File: src/rtl/uart_16550_regbank.sv
// uart_16550_regbank: NUM_CH independent 16550 register sets behind one byte-wide host port
module uart_16550_regbank #(
    parameter int NUM_CH = 4,
    parameter int CH_W   = (NUM_CH > 1) ? $clog2(NUM_CH) : 1
) (
    input  logic                 clk,
    input  logic                 rst,
    input  logic                 wr_en,
    input  logic                 rd_en,
    input  logic [CH_W-1:0]      ch_sel,
    input  logic [2:0]           addr,
    input  logic [7:0]           wr_data,
    output logic [7:0]           rd_data,
    output logic                 rd_valid,
    input  logic [NUM_CH-1:0]    rx_valid,
    input  logic [8*NUM_CH-1:0]  rx_data,
    input  logic [NUM_CH-1:0]    rx_perr,
    input  logic [NUM_CH-1:0]    rx_ferr,
    input  logic [NUM_CH-1:0]    rx_break,
    input  logic [NUM_CH-1:0]    tx_empty,
    input  logic [NUM_CH-1:0]    thr_empty,
    input  logic [NUM_CH-1:0]    cts_i,
    input  logic [NUM_CH-1:0]    dsr_i,
    input  logic [NUM_CH-1:0]    ri_i,
    input  logic [NUM_CH-1:0]    cd_i,
    output logic [NUM_CH-1:0]    thr_wr,
    output logic [7:0]           thr_data,
    output logic [NUM_CH-1:0]    rx_pop,
    output logic [16*NUM_CH-1:0] divisor,
    output logic [8*NUM_CH-1:0]  lcr_o,
    output logic [8*NUM_CH-1:0]  mcr_o,
    output logic [8*NUM_CH-1:0]  fcr_o,
    output logic [NUM_CH-1:0]    irq,
    output logic                 irq_any
);
    // one read slot per encodable channel; unpopulated slots read as zero
    localparam int SLOTS = 1 << CH_W;
    logic [8*SLOTS-1:0] rv;
    logic [NUM_CH-1:0]  thr_hit;
    logic               rd_any;
    // a write in the same cycle wins and the read is dropped
    assign rd_any  = rd_en & ~wr_en;
    assign irq_any = |irq;
    for (genvar c = 0; c < SLOTS; c++) begin : g_ch
        if (c < NUM_CH) begin : g_on
            logic [7:0] lcr, dll, dlm, psd, ier, mcr, fcr, spr, rhr, rval, lsr, msr;
            logic [3:0] m, pm, dm, isr_lo;
            logic       sel, ch_wr, ch_rd, dlab, pop, load, lsr_rd, msr_rd, isr_rd;
            logic       dr, oe, pe, fe, bi, dcts, ddsr, teri, dcd;
            logic       thre_p, te_prev, ier_up, thre_clr, ls, rdi, th, ms;
            logic       pop_r, thw_r, irq_r;
            assign sel      = ch_sel == CH_W'(c);
            assign ch_wr    = wr_en & sel;
            assign ch_rd    = rd_any & sel;
            assign dlab     = lcr[7];
            assign pop      = ch_rd & (addr == 3'd0) & ~dlab & dr;
            assign load     = rx_valid[c] & (~dr | pop);
            assign lsr_rd   = ch_rd & (addr == 3'd5) & ~dlab;
            assign msr_rd   = ch_rd & (addr == 3'd6);
            assign isr_rd   = ch_rd & (addr == 3'd2);
            assign thr_hit[c] = ch_wr & (addr == 3'd0) & ~dlab;
            assign ier_up   = ch_wr & (addr == 3'd1) & ~dlab & wr_data[1] & ~ier[1] & thr_empty[c];
            // modem view {cd, ri, dsr, cts}; loopback routes out2/out1/dtr/rts back in
            assign m        = mcr[4] ? {mcr[3], mcr[2], mcr[0], mcr[1]} : {cd_i[c], ri_i[c], dsr_i[c], cts_i[c]};
            assign dm       = m ^ pm;
            assign ls       = ier[2] & (oe | pe | fe | bi);
            assign rdi      = ier[0] & dr;
            assign th       = ier[1] & thre_p;
            assign ms       = ier[3] & (dcts | ddsr | teri | dcd);
            assign isr_lo   = ls ? 4'h6 : rdi ? 4'h4 : th ? 4'h2 : ms ? 4'h0 : 4'h1;
            assign thre_clr = isr_rd & (isr_lo == 4'h2);
            assign lsr      = {1'b0, tx_empty[c], thr_empty[c], bi, fe, pe, oe, dr};
            assign msr      = {m, dcd, teri, ddsr, dcts};
            assign rv[8*c +: 8]       = rval;
            assign divisor[16*c +: 16] = {dlm, dll};
            assign lcr_o[8*c +: 8]     = lcr;
            assign mcr_o[8*c +: 8]     = mcr;
            assign fcr_o[8*c +: 8]     = fcr;
            assign rx_pop[c]           = pop_r;
            assign thr_wr[c]           = thw_r;
            assign irq[c]              = irq_r;
            // host read map with DLAB banking
            always_comb begin
                case (addr)
                    3'd0:    rval = dlab ? dll : rhr;
                    3'd1:    rval = dlab ? dlm : ier;
                    3'd2:    rval = {fcr[0], fcr[0], 2'b00, isr_lo};
                    3'd3:    rval = lcr;
                    3'd4:    rval = mcr;
                    3'd5:    rval = dlab ? psd : lsr;
                    3'd6:    rval = msr;
                    default: rval = spr;
                endcase
            end
            // channel registers, sticky status, THRE tracking and registered pulses
            always_ff @(posedge clk or posedge rst) begin
                if (rst) begin
                    lcr <= 8'h03; dll <= 8'h01; dlm <= '0; psd <= '0; ier <= '0;
                    mcr <= '0; fcr <= '0; spr <= '0; rhr <= '0; pm <= '0;
                    dr <= 1'b0; oe <= 1'b0; pe <= 1'b0; fe <= 1'b0; bi <= 1'b0;
                    dcts <= 1'b0; ddsr <= 1'b0; teri <= 1'b0; dcd <= 1'b0;
                    thre_p <= 1'b0; te_prev <= 1'b0;
                    pop_r <= 1'b0; thw_r <= 1'b0; irq_r <= 1'b0;
                end else begin
                    if (ch_wr & (addr == 3'd0) & dlab) dll <= wr_data;
                    if (ch_wr & (addr == 3'd1) & dlab) dlm <= wr_data;
                    if (ch_wr & (addr == 3'd1) & ~dlab) ier <= wr_data;
                    fcr <= (ch_wr & (addr == 3'd2)) ? wr_data : {fcr[7:3], 2'b00, fcr[0]};
                    if (ch_wr & (addr == 3'd3)) lcr <= wr_data;
                    if (ch_wr & (addr == 3'd4)) mcr <= wr_data;
                    if (ch_wr & (addr == 3'd5) & dlab) psd <= wr_data;
                    if (ch_wr & (addr[2:1] == 2'b11)) spr <= wr_data;
                    if (load) rhr <= rx_data[8*c +: 8];
                    dr   <= rx_valid[c] | (dr & ~pop);
                    oe   <= (rx_valid[c] & dr & ~pop) | (oe & ~lsr_rd);
                    pe   <= (load & rx_perr[c]) | (pe & ~lsr_rd);
                    fe   <= (load & rx_ferr[c]) | (fe & ~lsr_rd);
                    bi   <= (load & rx_break[c]) | (bi & ~lsr_rd);
                    pm   <= m;
                    dcts <= dm[0] | (dcts & ~msr_rd);
                    ddsr <= dm[1] | (ddsr & ~msr_rd);
                    teri <= (pm[2] & ~m[2]) | (teri & ~msr_rd);
                    dcd  <= dm[3] | (dcd & ~msr_rd);
                    te_prev <= thr_empty[c];
                    thre_p  <= (thr_empty[c] & ~te_prev) | ier_up | (thre_p & ~(thr_hit[c] | thre_clr));
                    pop_r <= pop;
                    thw_r <= thr_hit[c];
                    irq_r <= (ls | rdi | th | ms) & mcr[3];
                end
            end
        end else begin : g_off
            assign rv[8*c +: 8] = 8'h00;
        end
    end
    // registered read port and shared THR data latch
    always_ff @(posedge clk or posedge rst) begin
        if (rst) begin
            rd_data  <= '0;
            rd_valid <= 1'b0;
            thr_data <= '0;
        end else begin
            rd_valid <= rd_any;
            if (rd_any) rd_data <= rv[8*ch_sel +: 8];
            if (|thr_hit) thr_data <= wr_data;
        end
    end
endmodule

File: config.mk
export PLATFORM = sky130hd
export DESIGN_NAME = uart_16550_regbank
export DESIGN_NICKNAME = d
export VERILOG_FILES = /design/src/rtl/uart_16550_regbank.sv
export SDC_FILE = /design/constraint.sdc
export NUM_CORES = 1
export LEC_CHECK = 0
export ABC_AREA = 1
export CAP_MARGIN = 20
export CORE_MARGIN = 1
export CORE_UTILIZATION = 40
export CTS_CLUSTER_DIAMETER = 150
export DETAILED_ROUTE_END_ITERATION = 6
export PLACE_DENSITY = 0.72
export SLEW_MARGIN = 15
export SYNTH_ARGS = -nofsm -noshare
export SYNTH_HDL_FRONTEND = slang
export SYNTH_SLANG_ARGS = --single-unit
File: constraint.sdc
create_clock -name clk -period 14.5 [get_ports clk]
set_clock_uncertainty 0.1 [all_clocks]
set_input_delay 2.9 -clock clk [delete_from_list [all_inputs] [get_ports clk]]
set_output_delay 2.9 -clock clk [all_outputs]
set_load 0.02 [all_outputs]
* Word-level counts from Yosys, hierarchy flattened
Index checks and enable logic that the tools add are counted.
Word-level totals: logic and storage cells 484, bits in registers 377, output and inout bits 190
Cells by class: mux-type cells 40, equal/unequal tests 14, reductions and logical operators 4, shift-type cells 1, bitwise gates (word level) 322
Operators by type and width (count):
- $pmux W8 S7 | 4
- $and A1 B1 Y1 | 193
- $mux W8 | 12
- $or A1 B1 Y1 | 88
- $not A1 Y1 | 37
- $mux W3 | 12
- $shiftx A32 B6 Y8 | 1
- $eq A3 B2 Y1 const B | 6
- $mux W4 | 4
- $xor A4 B4 Y4 | 4
- $eq A3 B3 Y1 const B | 3
- $mux W2 | 4
- $reduce_or A4 Y1 | 2
- $eq A2 B2 Y1 const B | 3
- $mux W1 | 4
- $eq A3 B1 Y1 const B | 1
- $logic_not A3 Y1 | 1
- $eq A2 B1 Y1 const B | 1
- $logic_not A2 Y1 | 1

* Depth between registers and ports, before layout
Gate-level depths: netlist (run 1).
depth in word-level cells 14, gate-level depth with buffers 13, depth with buffers taken out 11

* Least setup slack after synthesis (run 1)
Ideal clock, no wire load.
path kind input to register, start input rd_en, end register g_ch[0].g_on.rhr[6], cell stages on the path 7, path buffers 1, path slack 10216 ps, data required time 14272 ps, data arrival time 4056 ps, cells stage by stage inv_1 -> nor2_1 -> buf_2 -> nand2_1 -> o21ai_4 -> nand2_2 -> mux2_1
On the way: cells in the longest elaborated chain, start to end 7
Ends and longest elaborated chain:
- start: declaration | RTL line 9 | input logic rd_en,
- $and A1 B1 Y1 | RTL line 42 | assign rd_any = rd_en & ~wr_en;
- $and A1 B1 Y1 | RTL line 54 | assign ch_rd = rd_any & sel;
- $and A1 B1 Y1 (3 in a row) | RTL line 56 | assign pop = ch_rd & (addr == 3'd0) & ~dlab & dr;
- $or A1 B1 Y1 | RTL line 57 | assign load = rx_valid[c] & (~dr | pop);
- $and A1 B1 Y1 | RTL line 57
- end signal: assignment | RTL line 113 | if (load) rhr <= rx_data[8*c +: 8];
- end: declaration | RTL line 46 | logic [7:0] lcr, dll, dlm, psd, ier, mcr, fcr, spr, rhr, rval, lsr, msr;
Every way passes these cells. A chain may end at the register's enable or synchronous reset.

* Worst setup path in the final report (run 1)
start input addr[2], end register rd_data[6]
On the way: cells in the longest elaborated chain, start to end 3, elaborated cells on any way between the ends 12, classes of those cells eq/ne: 6; shift: 1; mux: 4; reduce/logical: 1
Ends and longest elaborated chain:
- start: declaration | RTL line 11 | input logic [2:0] addr,
- $eq A3 B3 Y1, or another cell as far along | RTL line 84 | case (addr)
- $pmux W8 S7 | RTL line 84
- $shiftx A32 B6 Y8 (*) | RTL line 143 | if (rd_any) rd_data <= rv[8*ch_sel +: 8];
- end signal: assignment | RTL line 143
- end: declaration | RTL line 13 | output logic [7:0] rd_data,
Mark *: on every way between the ends. The rest lies on a longest branch, timed or not.

==> results.txt, run 1 <==
----------------------------------------------------
[Worst setup path]
  Crit path launch type ... input pin
  Reg-to-reg endpoint ... rd_data[6]$_DFFE_PP0P_
  R2r startpoint ... g_ch[0].g_on.lcr[7]$_DFFE_PP0P_
  Worst setup path endpoint ... rd_data[6]$_DFFE_PP0P_
  Startpoint-to-endpoint class of the critical path ... in2reg
  CP required ... 14.87 ns
  Length in cells of the worst reg-to-reg path ... 12
  Worst path cell trace ... clkdlybuf4s50_1, nand2_2, nor2_2, inv_2, nor2_1, nor2_1, o21ai_0, nand2_1, nor2_1, nor2_1
  Slowest cell on the critical path ... sky130_fd_sc_hd__nor2_2
  Worst setup path startpoint ... addr[2]
  Register-to-register setup slack ... about 12 ns
  Setup crit end kind ... register
  Largest fanout on the critical path ... 39
  Cell with the most instances on the worst path ... sky130_fd_sc_hd__nor2_1
  Arrival time reported for the critical path endpoint ... between 6 and 7 ns
  Largest stage delay, worst path ... 0.88 ns

[Yosys]
  Largest area contributor in the synthesized netlist ... sky130_fd_sc_hd__dfrtp_1
  Area share of the largest cell type after synthesis ... a little over half
  Nets in the synthesized netlist ... between 2k and 2.5k
  Proportion of register bits with asynchronous set or reset after synthesis ... 100.0%
  Post-Synth Simple-Gate Area ... ~25%
  Post-synthesis register bit count ... 377
  Top_reg_cell synth ... sky130_fd_sc_hd__dfrtp_1
  Multiplexer share of the synthesized area ... 1.489%
  XOR/XNOR Fraction of Synth Area ... less than 1%
  Area of the mapped netlist ... between 15000 and 20000 um2
  Total number of yosys warnings ... 0
  Cell types with the highest counts after synthesis ... 733 x sky130_fd_sc_hd__nand2_1, 365 x sky130_fd_sc_hd__dfrtp_1, 298 x sky130_fd_sc_hd__o21ai_0, 223 x sky130_fd_sc_hd__nor2_1, 136 x sky130_fd_sc_hd__inv_1
  Synthesized-area fraction occupied by ao, oa, aoi and oai cells ... 12.84%
  Sequential fraction of the synthesis area ... between 50 and 60%
  Cells taking the most area after synthesis ... sky130_fd_sc_hd__dfrtp_1 53%, sky130_fd_sc_hd__nand2_1 16%, sky130_fd_sc_hd__o21ai_0 8.6%
  Count of unique library cells instantiated by Yosys ... 42
  Dominant combinational cell family by area after synthesis ... simple AND/OR/NAND/NOR gates
  Post-Synth Adder-Cell Area ... 0%
  Most used standard cell by instance count after synthesis ... sky130_fd_sc_hd__nand2_1
  Count of flip-flops with a built-in enable after synthesis ... 0
  Average size of a mapped cell ... 7.981 um2
  Number of standard cells after synthesis ... approximately 2.2k

[Timing]
  Number of setup violations in the final report ... 0
  Final critical-path required period ... between 5 and 6 ns
  Max-slew violation total from the final report ... 0
  Achievable clock frequency ... around 0.17 GHz
  Measured slew at the worst slew-check pin ... 1.088 ns
  Setup WS post-layout ... 8.581 ns
  Setup repair after global routing missed its margin ... no
  Setup total negative slack ... 0 ns
  Final hold vios ... 0
  Crit share post-route ... between 40% and 50%
  Worst max-slew margin expressed relative to the limit ... 27.37%

[Clock network]
  Maximum buffer depth of the clock tree ... 3
  TritonCTS clock tree ... built
  Hold-fix buffers at CTS ... 0
  Clock input transition at the sequential cells of the worst setup and hold paths ... 0.06 ns
  # Post-CTS Setup Buffers ... 0
  Clock Latency Late Sink ... 0.57 ns
  CTS sink cnt ... 377
  PostCTS Resize Cnt ... 0
  CTS Root Cell ... sky130_fd_sc_hd__clkbuf_16
  CTS H-tree lvls ... 2
  Num CTS Buffers ... 42

[GRT]
  GRT overflow ... 0
  Antenna violations before repair ... 3
  Global-route total usage across every layer ... about 29%
  Global-route wire length before repair ... 96.51 mm
  Number of global-route vias before repair ... 15.54k
  Largest net degree at the start of global routing ... 177

[Final layout]
  Area of the multi-input gates ... 6858 um2
  Nets@finish ... 2489
  Fraction of final layout cells with drive strength greater than 1 ... under 10%
  Post-synthesis to final-layout area growth ... 26.25%
  Non-filler instance count after layout ... roughly 3k
  Final Util ... between 50 and 60%
  Fillers ... between 4k and 5k
  Antenna diodes ... 0
  Sequential cell area in the final layout ... 9449 um2

[Worst hold path]
  Hold crit path type ... reg2reg

[Floorplanning]
  Starting Density ... 40.46%
  Die area ... between 40000 and 50000 um2
  Vertical die dimension ... about 210 um
  Width of the die ... between 200 and 250 um
  Count of standard-cell rows ... 76
  Count of pins on the block boundary ... between 200 and 300
  Area of the core ... around 43000 um2

[Power]
  Sequential power share ... about 42%
  Combinational cell fraction of total power ... approximately 23%
  Net switching share of the total power ... a little under a third
  Share of total power in the clock network ... about a third
  Design Power ... between 0.003 and 0.004 W
  Ratio of total power to cell area ... between 100 and 150 nW/um2
  P_sw ... ~0.0010 W
  Static leakage ... approximately 10 nW
  Design internal power ... between 0.002 and 0.0025 W
  IR Drop Worst-Case VDD ... slightly above 0.09 mV

[Flow run]
  Max-cap violations ... 0

[Placement]
  Place WS ... 8.078 ns
  Placer Congestion ... ~0.98
  Number of placed instances with taps included ... ~3k
  Detailed placement HPWL ... 43.97 mm
  Number of port buffers ... between 200 and 300

[Routing]
  Routed wire length ... ~64 mm
  Total DRC errors in the routed layout ... 0
  First-pass iteration count of the detailed router ... 5
  ANT nets after route ... 0
  Via total after detailed routing ... between 15k and 20k
  Wire length per cell ... about 21 um
  Ratio of routed vias to standard cells ... 5.307
  First DRT Iteration DRCs ... ~1.5k

[Status]
  Outcome ... completed

----------------------------------------------------
==> per-layer routing <==
layer | global-route usage, % | wire length [um] | vias up
met5 | 0 | 27 | -
li1 | - | - | 7393
met4 | 9.295 | 1994 | 4
met3 | 6.466 | 5557 | 137
met2 | 45.48 | 28980 | 750
met1 | 39.90 | 26980 | 7732
==> stage by stage <==
stage               hold WS, ns  cell area, um2
global route             0.3733           21960
global placement         0.3330           20500
floorplan                0.3256           17390
CTS                      0.3503           21930
finish                   0.3499           21960
detailed placement       0.3416           20500
==> logic make-up after synthesis <==
family,Yosys count
and+or+nand+nor,1080
muxes,23
AOI/OAI and AO/OA,427
xor gates and xnor gates,9
DFF,377
buffers and inverters,263
==> final cells by class <==
| cell class | count | share of cell area, % |
|---|---|---|
| Sequential cell | 377 | 43.03 |
| Tap cell | 585 | 3.334 |
| Timing Repair Buffer | 292 | 13.30 |
| Clock inverter | 13 | 0.7522 |
| Clock buffer | 64 | 5.772 |
| Inverter | 148 | 2.576 |
| Multi-Input combinational cell | 1539 | 31.23 |
==> flip-flops by register name (all words and copies together) (netlist names), 8 cells and up <==
name	flops
g_ch.g_on.dlm	32
g_ch.g_on.dll	32
g_ch.g_on.spr	32
thr_data	8
g_ch.g_on.mcr	32
g_ch.g_on.pm	16
g_ch.g_on.lcr	32
g_ch.g_on.psd	32
g_ch.g_on.fcr	32
g_ch.g_on.ier	32
g_ch.g_on.rhr	32
rd_data	8
==> critical path, delay by kind of cell <==
kind                   cells  cell delay, ns
AO/OA/AOI/OAI              1            0.16
AND/OR/NAND/NOR            7            1.78
buffers and inverters      2            1.40
==> worst min path at each step <==
| stage | endpoint | cells past startpoint | start | slack [ns] |
|---|---|---|---|---|
| 3_3_place_gp | g_ch[1].g_on.teri$_DFF_PP0_ | 2 | g_ch[1].g_on.pm[2]$_DFF_PP0_ | 0.33 |
| 2_1_floorplan | g_ch[1].g_on.teri$_DFF_PP0_ | 2 | g_ch[1].g_on.pm[2]$_DFF_PP0_ | 0.33 |
| 3_5_place_dp | g_ch[1].g_on.teri$_DFF_PP0_ | 2 | g_ch[1].g_on.pm[2]$_DFF_PP0_ | 0.34 |
| 6_report | g_ch[1].g_on.teri$_DFF_PP0_ | 2 | g_ch[1].g_on.pm[2]$_DFF_PP0_ | 0.35 |
| 4_1_cts | g_ch[1].g_on.teri$_DFF_PP0_ | 2 | g_ch[1].g_on.pm[2]$_DFF_PP0_ | 0.35 |
| 5_1_grt | g_ch[1].g_on.teri$_DFF_PP0_ | 2 | g_ch[1].g_on.pm[2]$_DFF_PP0_ | 0.37 |
==> placed cells by master (no fill, tap or decap), types with 7 or more instances in the layout <==
cell	instances
sky130_fd_sc_hd__a21oi_1	100
sky130_fd_sc_hd__buf_4	12
sky130_fd_sc_hd__clkbuf_1	12
sky130_fd_sc_hd__clkbuf_16	45
sky130_fd_sc_hd__clkbuf_8	7
sky130_fd_sc_hd__clkdlybuf4s50_1	278
sky130_fd_sc_hd__clkinv_2	9
sky130_fd_sc_hd__dfrtp_1	365
sky130_fd_sc_hd__dfstp_2	12
sky130_fd_sc_hd__inv_1	132
sky130_fd_sc_hd__inv_2	10
sky130_fd_sc_hd__mux2_2	22
sky130_fd_sc_hd__nand2_1	733
sky130_fd_sc_hd__nand2_2	8
sky130_fd_sc_hd__nand3_1	75
sky130_fd_sc_hd__nor2_1	222
sky130_fd_sc_hd__nor3_1	16
sky130_fd_sc_hd__o21ai_0	298
sky130_fd_sc_hd__o21bai_1	8
sky130_fd_sc_hd__or2_2	7
sky130_fd_sc_hd__xor2_1	7
==> power groups by stage <==
| stage | combinational [W] | sequential (W) | clock (W) |
|---|---|---|---|
| finish | 0.000731 | 0.00135 | 0.00112 |
| detailed placement | 0.000724 | 0.00136 | 0 |
| CTS | 0.000728 | 0.00135 | 0.00113 |
| global route | 0.000797 | 0.00137 | 0.00117 |
| floorplan | 0.000315 | 0.00142 | 0 |
| global placement | 0.000714 | 0.00136 | 0 |
(Power assumes the default switching activity.)
==> run 2: changes to the inputs <==
- PLACE_DENSITY: 0.72 -> 0.74
- clock period: 14.5 -> 5.1 ns (I/O delays scaled with it)
==> results.txt, run 2 (synthesis gave the netlist of run 1 again) <==
----------------------------------------------------
[Timing]
  Setup total negative slack ... 0 ns
  Final critical-path required period ... roughly 3.5 ns
  Max-slew violation total from the final report ... 0
  Number of setup violations in the final report ... 0
  Setup repair after global routing missed its margin ... no
  Crit share post-route ... around 68%
  Measured slew at the worst slew-check pin ... slightly below 1 ns
  Smallest hold slack ... about 0.35 ns
  Final hold vios ... 0
  Achievable clock frequency ... about 0.29 GHz
  Worst max-slew margin expressed relative to the limit ... about a third

[Clock network]
  Maximum buffer depth of the clock tree ... 3
  CTS H-tree lvls ... 2
  Clock input transition at the sequential cells of the worst setup and hold paths ... roughly 0.060 ns
  # Post-CTS Setup Buffers ... 0
  CTS Root Cell ... sky130_fd_sc_hd__clkbuf_16
  Hold-fix buffers at CTS ... 0
  Clock Latency Late Sink ... ~0.55 ns
  PostCTS Resize Cnt ... 0
  TritonCTS clock tree ... built
  Num CTS Buffers ... 42
  CTS sink cnt ... 377

[Floorplanning]
  Area of the core ... 42980 um2
  Count of pins on the block boundary ... roughly 280
  Vertical die dimension ... ~210 um
  Starting Density ... approximately two fifths
  Die area ... 44320 um2
  Width of the die ... 210.5 um
  Count of standard-cell rows ... 76

[Routing]
  Via total after detailed routing ... ~16k
  Routed wire length ... 63.75 mm
  First DRT Iteration DRCs ... ~2.0k
  Wire length on met2 ... 29.01 mm
  Highest metal layer with signal wires ... met5
  Wire length per cell ... about 21 um
  Met1 WL ... 25.73 mm
  Total DRC errors in the routed layout ... 0
  Ratio of routed vias to standard cells ... roughly 5.4
  First-pass iteration count of the detailed router ... 5
  ANT nets after route ... 0
  Sum of met3 wire segment lengths after detailed routing ... 6.665 mm

[Power]
  IR Drop Worst-Case VDD ... roughly 0.26 mV
  Static leakage ... just over 10 nW
  Design Power ... 0.009052 W
  Ratio of total power to cell area ... a little over 400 nW/um2

[Worst setup path]
  Crit path launch type ... input pin
  Worst path cell trace ... clkdlybuf4s50_1, inv_1, nand3_1, nor2_1, a21oi_1
  Buffers & Inverters on Critical Path ... 2
  Largest fanout on the critical path ... 16
  Largest stage delay, worst path ... between 0.9 and 1 ns
  Arrival time reported for the critical path endpoint ... 3.74 ns
  Slowest cell on the critical path ... sky130_fd_sc_hd__nor2_1
  Setup crit end kind ... register
  R2r startpoint ... g_ch[3].g_on.lcr[7]$_DFFE_PP0P_
  Family with the most delay on the worst path ... simple AND/OR/NAND/NOR gates
  Worst setup path startpoint ... addr[2]
  Reg-to-reg endpoint ... thr_data[2]$_DFFE_PP0P_
  Startpoint-to-endpoint class of the critical path ... in2reg
  Length in cells of the worst reg-to-reg path ... 7
  CP required ... between 5 and 6 ns
  Register-to-register setup slack ... approximately 2.6 ns

[Worst hold path]
  WHS Path Cells ... 2
  Worst Min Path Start ... g_ch[1].g_on.pm[2]$_DFF_PP0_
  Hold crit path type ... reg2reg
  Hold Crit Endpoint ... g_ch[1].g_on.teri$_DFF_PP0_

[Final layout]
  Antenna diodes ... 0
  Fraction of final layout cells with drive strength greater than 1 ... under 10%
  Commonest non-fill, non-tap cells in the layout ... 733 x sky130_fd_sc_hd__nand2_1, 365 x sky130_fd_sc_hd__dfrtp_1, 298 x sky130_fd_sc_hd__o21ai_0, 278 x sky130_fd_sc_hd__clkdlybuf4s50_1, 222 x sky130_fd_sc_hd__nor2_1
  Non-filler instance count after layout ... 3032
  Post-synthesis to final-layout area growth ... 26.87%
  Nets@finish ... 2503
  Final Util ... 51.34%
  Most common library cell in the layout ignoring fill and taps ... sky130_fd_sc_hd__nand2_1

[GRT]
  Global-route wire length before repair ... 96.38 mm
  Global-route total usage across every layer ... 28.97%
  GRT overflow ... 0
  Largest net degree at the start of global routing ... 77
  Antenna violations before repair ... 2
  Number of global-route vias before repair ... approximately 16k

[Placement]
  Placer Congestion ... just under 1
  Detailed placement HPWL ... 44.95 mm
  Number of placed instances with taps included ... around 3k
  Number of port buffers ... 278

[Flow run]
  Max-cap violations ... 0

[Status]
  Outcome ... completed

----------------------------------------------------
run 2: tightest hold or removal path: stages, from the launching register on:
cell                      delay (ns)
sky130_fd_sc_hd__dfrtp_1        0.32
sky130_fd_sc_hd__nand2_1        0.05
sky130_fd_sc_hd__nand2_1        0.06
run 2: per-layer routing:
| layer | up-vias | GRT usage [%] |
|---|---|---|
| met2 | 932 | 45.42 |
| met4 | 2 | 10.39 |
| met1 | 7756 | 39.50 |
| met3 | 149 | 6.392 |
| li1 | 7413 | - |
| met5 | - | 0 |
run 2: worst max-delay path by stage:
stage                                           end  slack, ns  depth (start not counted)
floorplan                 g_ch[0].g_on.bi$_DFF_PP0_      -1.07                          1
detailed placement          thr_data[2]$_DFFE_PP0P_       1.24                          9
global placement             rd_data[6]$_DFFE_PP0P_       1.33                         13
finish              g_ch[2].g_on.dlm[1]$_DFFE_PP0P_       1.64                          5
global route                thr_data[2]$_DFFE_PP0P_       1.51                         10
CTS                                         irq_any       1.79                          2
run 2: area by class of cell:
class / instances / area (um2)
well taps: 585 / 732.0
flip-flops and latches: 377 / 9449
clock inverters: 14 / 152.6
repair buffers: 306 / 3055
clock buffers: 63 / 1261
inverters: 148 / 561.8
multi-input cells: 1539 / 6853
fillers: 4076 / 20920
run 2: through the flow:
step           cell area (um2)  worst slack [ns]
2_1_floorplan            17400            -1.074
3_3_place_gp             20630             1.333
3_5_place_dp             20630             1.236
4_1_cts                  22040             1.788
5_1_grt                  22060             1.513
6_report                 22060             1.642
run 2: power by group:
| part | switching [W] | leakage, nW | internal [W] |
|---|---|---|---|
| clock | 0.00125 | 0.706 | 0.00186 |
| combinational | 0.00127 | 5.05 | 0.000831 |
| sequential | 0.000371 | 4.62 | 0.00347 |
| total | 0.00289 | 10.4 | 0.00617 |
==> run 3: changes to the inputs <==
- clock period: 5.1 -> 2.9 ns (I/O delays scaled with it)
==> results.txt, run 3 (synthesis gave the netlist of run 1 again) <==
----------------------------------------------------
[Power]
  Static leakage ... ~11 nW
  Ratio of total power to cell area ... 711.9 nW/um2
  IR Drop Worst-Case VDD ... around 0.47 mV

[Worst setup path]
  Register-to-register setup slack ... between 0.6 and 0.7 ns
  Startpoint-to-endpoint class of the critical path ... reg2out
  CP required ... between 2 and 2.5 ns
  Setup crit end kind ... primary output
  Crit path launch type ... register
  Largest fanout on the critical path ... 2
  Arrival time reported for the critical path endpoint ... about 2.0 ns

[Routing]
  Wire length per cell ... approximately 21 um
  ANT nets after route ... 0
  Ratio of routed vias to standard cells ... 5.273
  Via total after detailed routing ... approximately 16k
  First DRT Iteration DRCs ... roughly 1.4k
  Total DRC errors in the routed layout ... 3
  First-pass iteration count of the detailed router ... 7
  Routed wire length ... 64.82 mm

[GRT]
  Global-route wire length before repair ... 98.37 mm
  Largest net degree at the start of global routing ... between 100 and 150
  Number of global-route vias before repair ... 16.27k
  Global-route total usage across every layer ... between 20% and 30%
  Antenna violations before repair ... 0
  GRT overflow ... 0

[Clock network]
  CTS sink cnt ... 377
  TritonCTS clock tree ... built
  # Post-CTS Setup Buffers ... 0
  CTS Root Cell ... sky130_fd_sc_hd__clkbuf_16
  Clock input transition at the sequential cells of the worst setup and hold paths ... 0.06 ns
  Clock Latency Late Sink ... roughly 0.58 ns
  Num CTS Buffers ... 42
  CTS H-tree lvls ... 2
  Maximum buffer depth of the clock tree ... 3

[Timing]
  Final critical-path required period ... about 2.7 ns
  Measured slew at the worst slew-check pin ... ~0.7 ns
  Achievable clock frequency ... 0.3769 GHz
  Final hold vios ... 0
  Smallest hold slack ... between 0.3 and 0.4 ns
  Setup WS post-layout ... between 0.2 and 0.25 ns
  Worst max-slew margin expressed relative to the limit ... 54.09%
  Crit share post-route ... between 90% and 100%
  Max-slew violation total from the final report ... 0
  Setup repair after global routing missed its margin ... no
  Number of setup violations in the final report ... 0

[Final layout]
  Fraction of final layout cells with drive strength greater than 1 ... under 10%
  Nets@finish ... ~2.6k
  Antenna diodes ... 0
  Commonest non-fill, non-tap cells in the layout ... 733 x sky130_fd_sc_hd__nand2_1, 365 x sky130_fd_sc_hd__dfrtp_1, 298 x sky130_fd_sc_hd__o21ai_0, 277 x sky130_fd_sc_hd__clkdlybuf4s50_1, 222 x sky130_fd_sc_hd__nor2_1
  Most common library cell in the layout ignoring fill and taps ... sky130_fd_sc_hd__nand2_1
  Fillers ... slightly above 4k
  Post-synthesis to final-layout area growth ... 31.47%

[Worst hold path]
  Hold crit path type ... reg2reg

[Floorplanning]
  Count of pins on the block boundary ... roughly 280
  Starting Density ... 40.46%
  Width of the die ... ~210 um
  Count of standard-cell rows ... 76
  Die area ... 44320 um2
  Area of the core ... 42980 um2
  Vertical die dimension ... 210.5 um

[Placement]
  Number of port buffers ... 278
  Place WS ... -0.004850 ns
  Detailed placement HPWL ... around 47 mm
  Placer Congestion ... approximately 0.96

[Flow run]
  Max-cap violations ... 0

[Status]
  Outcome ... complete, but fails checks
  Violated checks ... DRC

----------------------------------------------------
run 3: cell types whose count changed in the layout (fill, tap and decap cells not counted):
cell	change
sky130_fd_sc_hd__inv_1	+4
sky130_fd_sc_hd__clkinvlp_4	+3
sky130_fd_sc_hd__inv_2	-4
sky130_fd_sc_hd__clkbuf_8	-6
sky130_fd_sc_hd__clkinv_2	-2
sky130_fd_sc_hd__buf_12	+11
sky130_fd_sc_hd__dlygate4sd2_1	+1
sky130_fd_sc_hd__clkbuf_16	-1
sky130_fd_sc_hd__buf_4	+68
sky130_fd_sc_hd__bufinv_16	+5
sky130_fd_sc_hd__clkdlybuf4s50_1	-1
sky130_fd_sc_hd__clkinv_8	+1
run 3: worst paths after layout:
kind | startpoint | to | cells past startpoint
worst max-delay path | g_ch[0].g_on.irq_r$_DFF_PP0_ | irq_any | 2
worst min-delay path | g_ch[1].g_on.pm[2]$_DFF_PP0_ | g_ch[1].g_on.teri$_DFF_PP0_ | 2
worst max register to register | g_ch[0].g_on.lcr[7]$_DFFE_PP0P_ | rd_data[3]$_DFFE_PP0P_ | 11
worst min register to register | g_ch[1].g_on.pm[2]$_DFF_PP0_ | g_ch[1].g_on.teri$_DFF_PP0_ | 2
max in group asynchronous | rst | g_ch[0].g_on.dll[0]$_DFFE_PP1P_ | 4
min in group asynchronous | rst | g_ch[1].g_on.rhr[6]$_DFFE_PP0P_ | 3
run 3: stage by stage:
step	cell area, um2	setup TNS [ns]	util (%)	total power, W	cells
after floorplan	17400	-1051.91	-	0.008663	2179
after global placement	21380	0	49.75	0.01045	3034
after detailed placement	21380	-0.01017	49.75	0.01054	3034
after CTS	22870	0	53.20	0.01634	3111
after global routing	22870	0	53.20	0.01698	3111
final	22870	0	53.20	0.01628	3111
run 3: worst max-delay path, cell delays in order, from the launching register on:
cell                            delay [ns]
sky130_fd_sc_hd__dfrtp_1              0.49
sky130_fd_sc_hd__or4_1                0.57
sky130_fd_sc_hd__dlygate4sd2_1        0.35
run 3: cell type report:
class                           instances  area (um2)  area share (%)
Inverter                              148       561.8           2.457
Clock buffer                           56        1154           5.045
Tap cell                              585       732.0           3.201
Sequential cell                       377        9449           41.32
Multi-Input combinational cell       1539        6853           29.97
Clock inverter                         21       331.6           1.450
Timing Repair Buffer                  385        3785           16.55
run 3: where the power goes:
part	switching (W)	leakage [nW]	internal, W
Sequential	0.000649	4.62	0.00610
Clock	0.00226	0.721	0.00352
Combinational	0.00221	5.49	0.00153
Total	0.00512	10.8	0.0112
run 3: repair_timing:
action,in CTS,in global routing
gates resized for setup,1,0
endpoints found under the hold margin,0,0
endpoints found under the setup margin,1,0
hold buffers,0,0
run 3: routing by layer:
metal	share of wire, %	wire (um)	up-vias	global-route usage, %
met5	0	0	-	0
met4	4.1	2665	0	12.89
met3	8.2	5306	124	5.974
met2	46	29920	752	46.61
met1	42	26920	7958	39.85
li1	-	-	7569	-
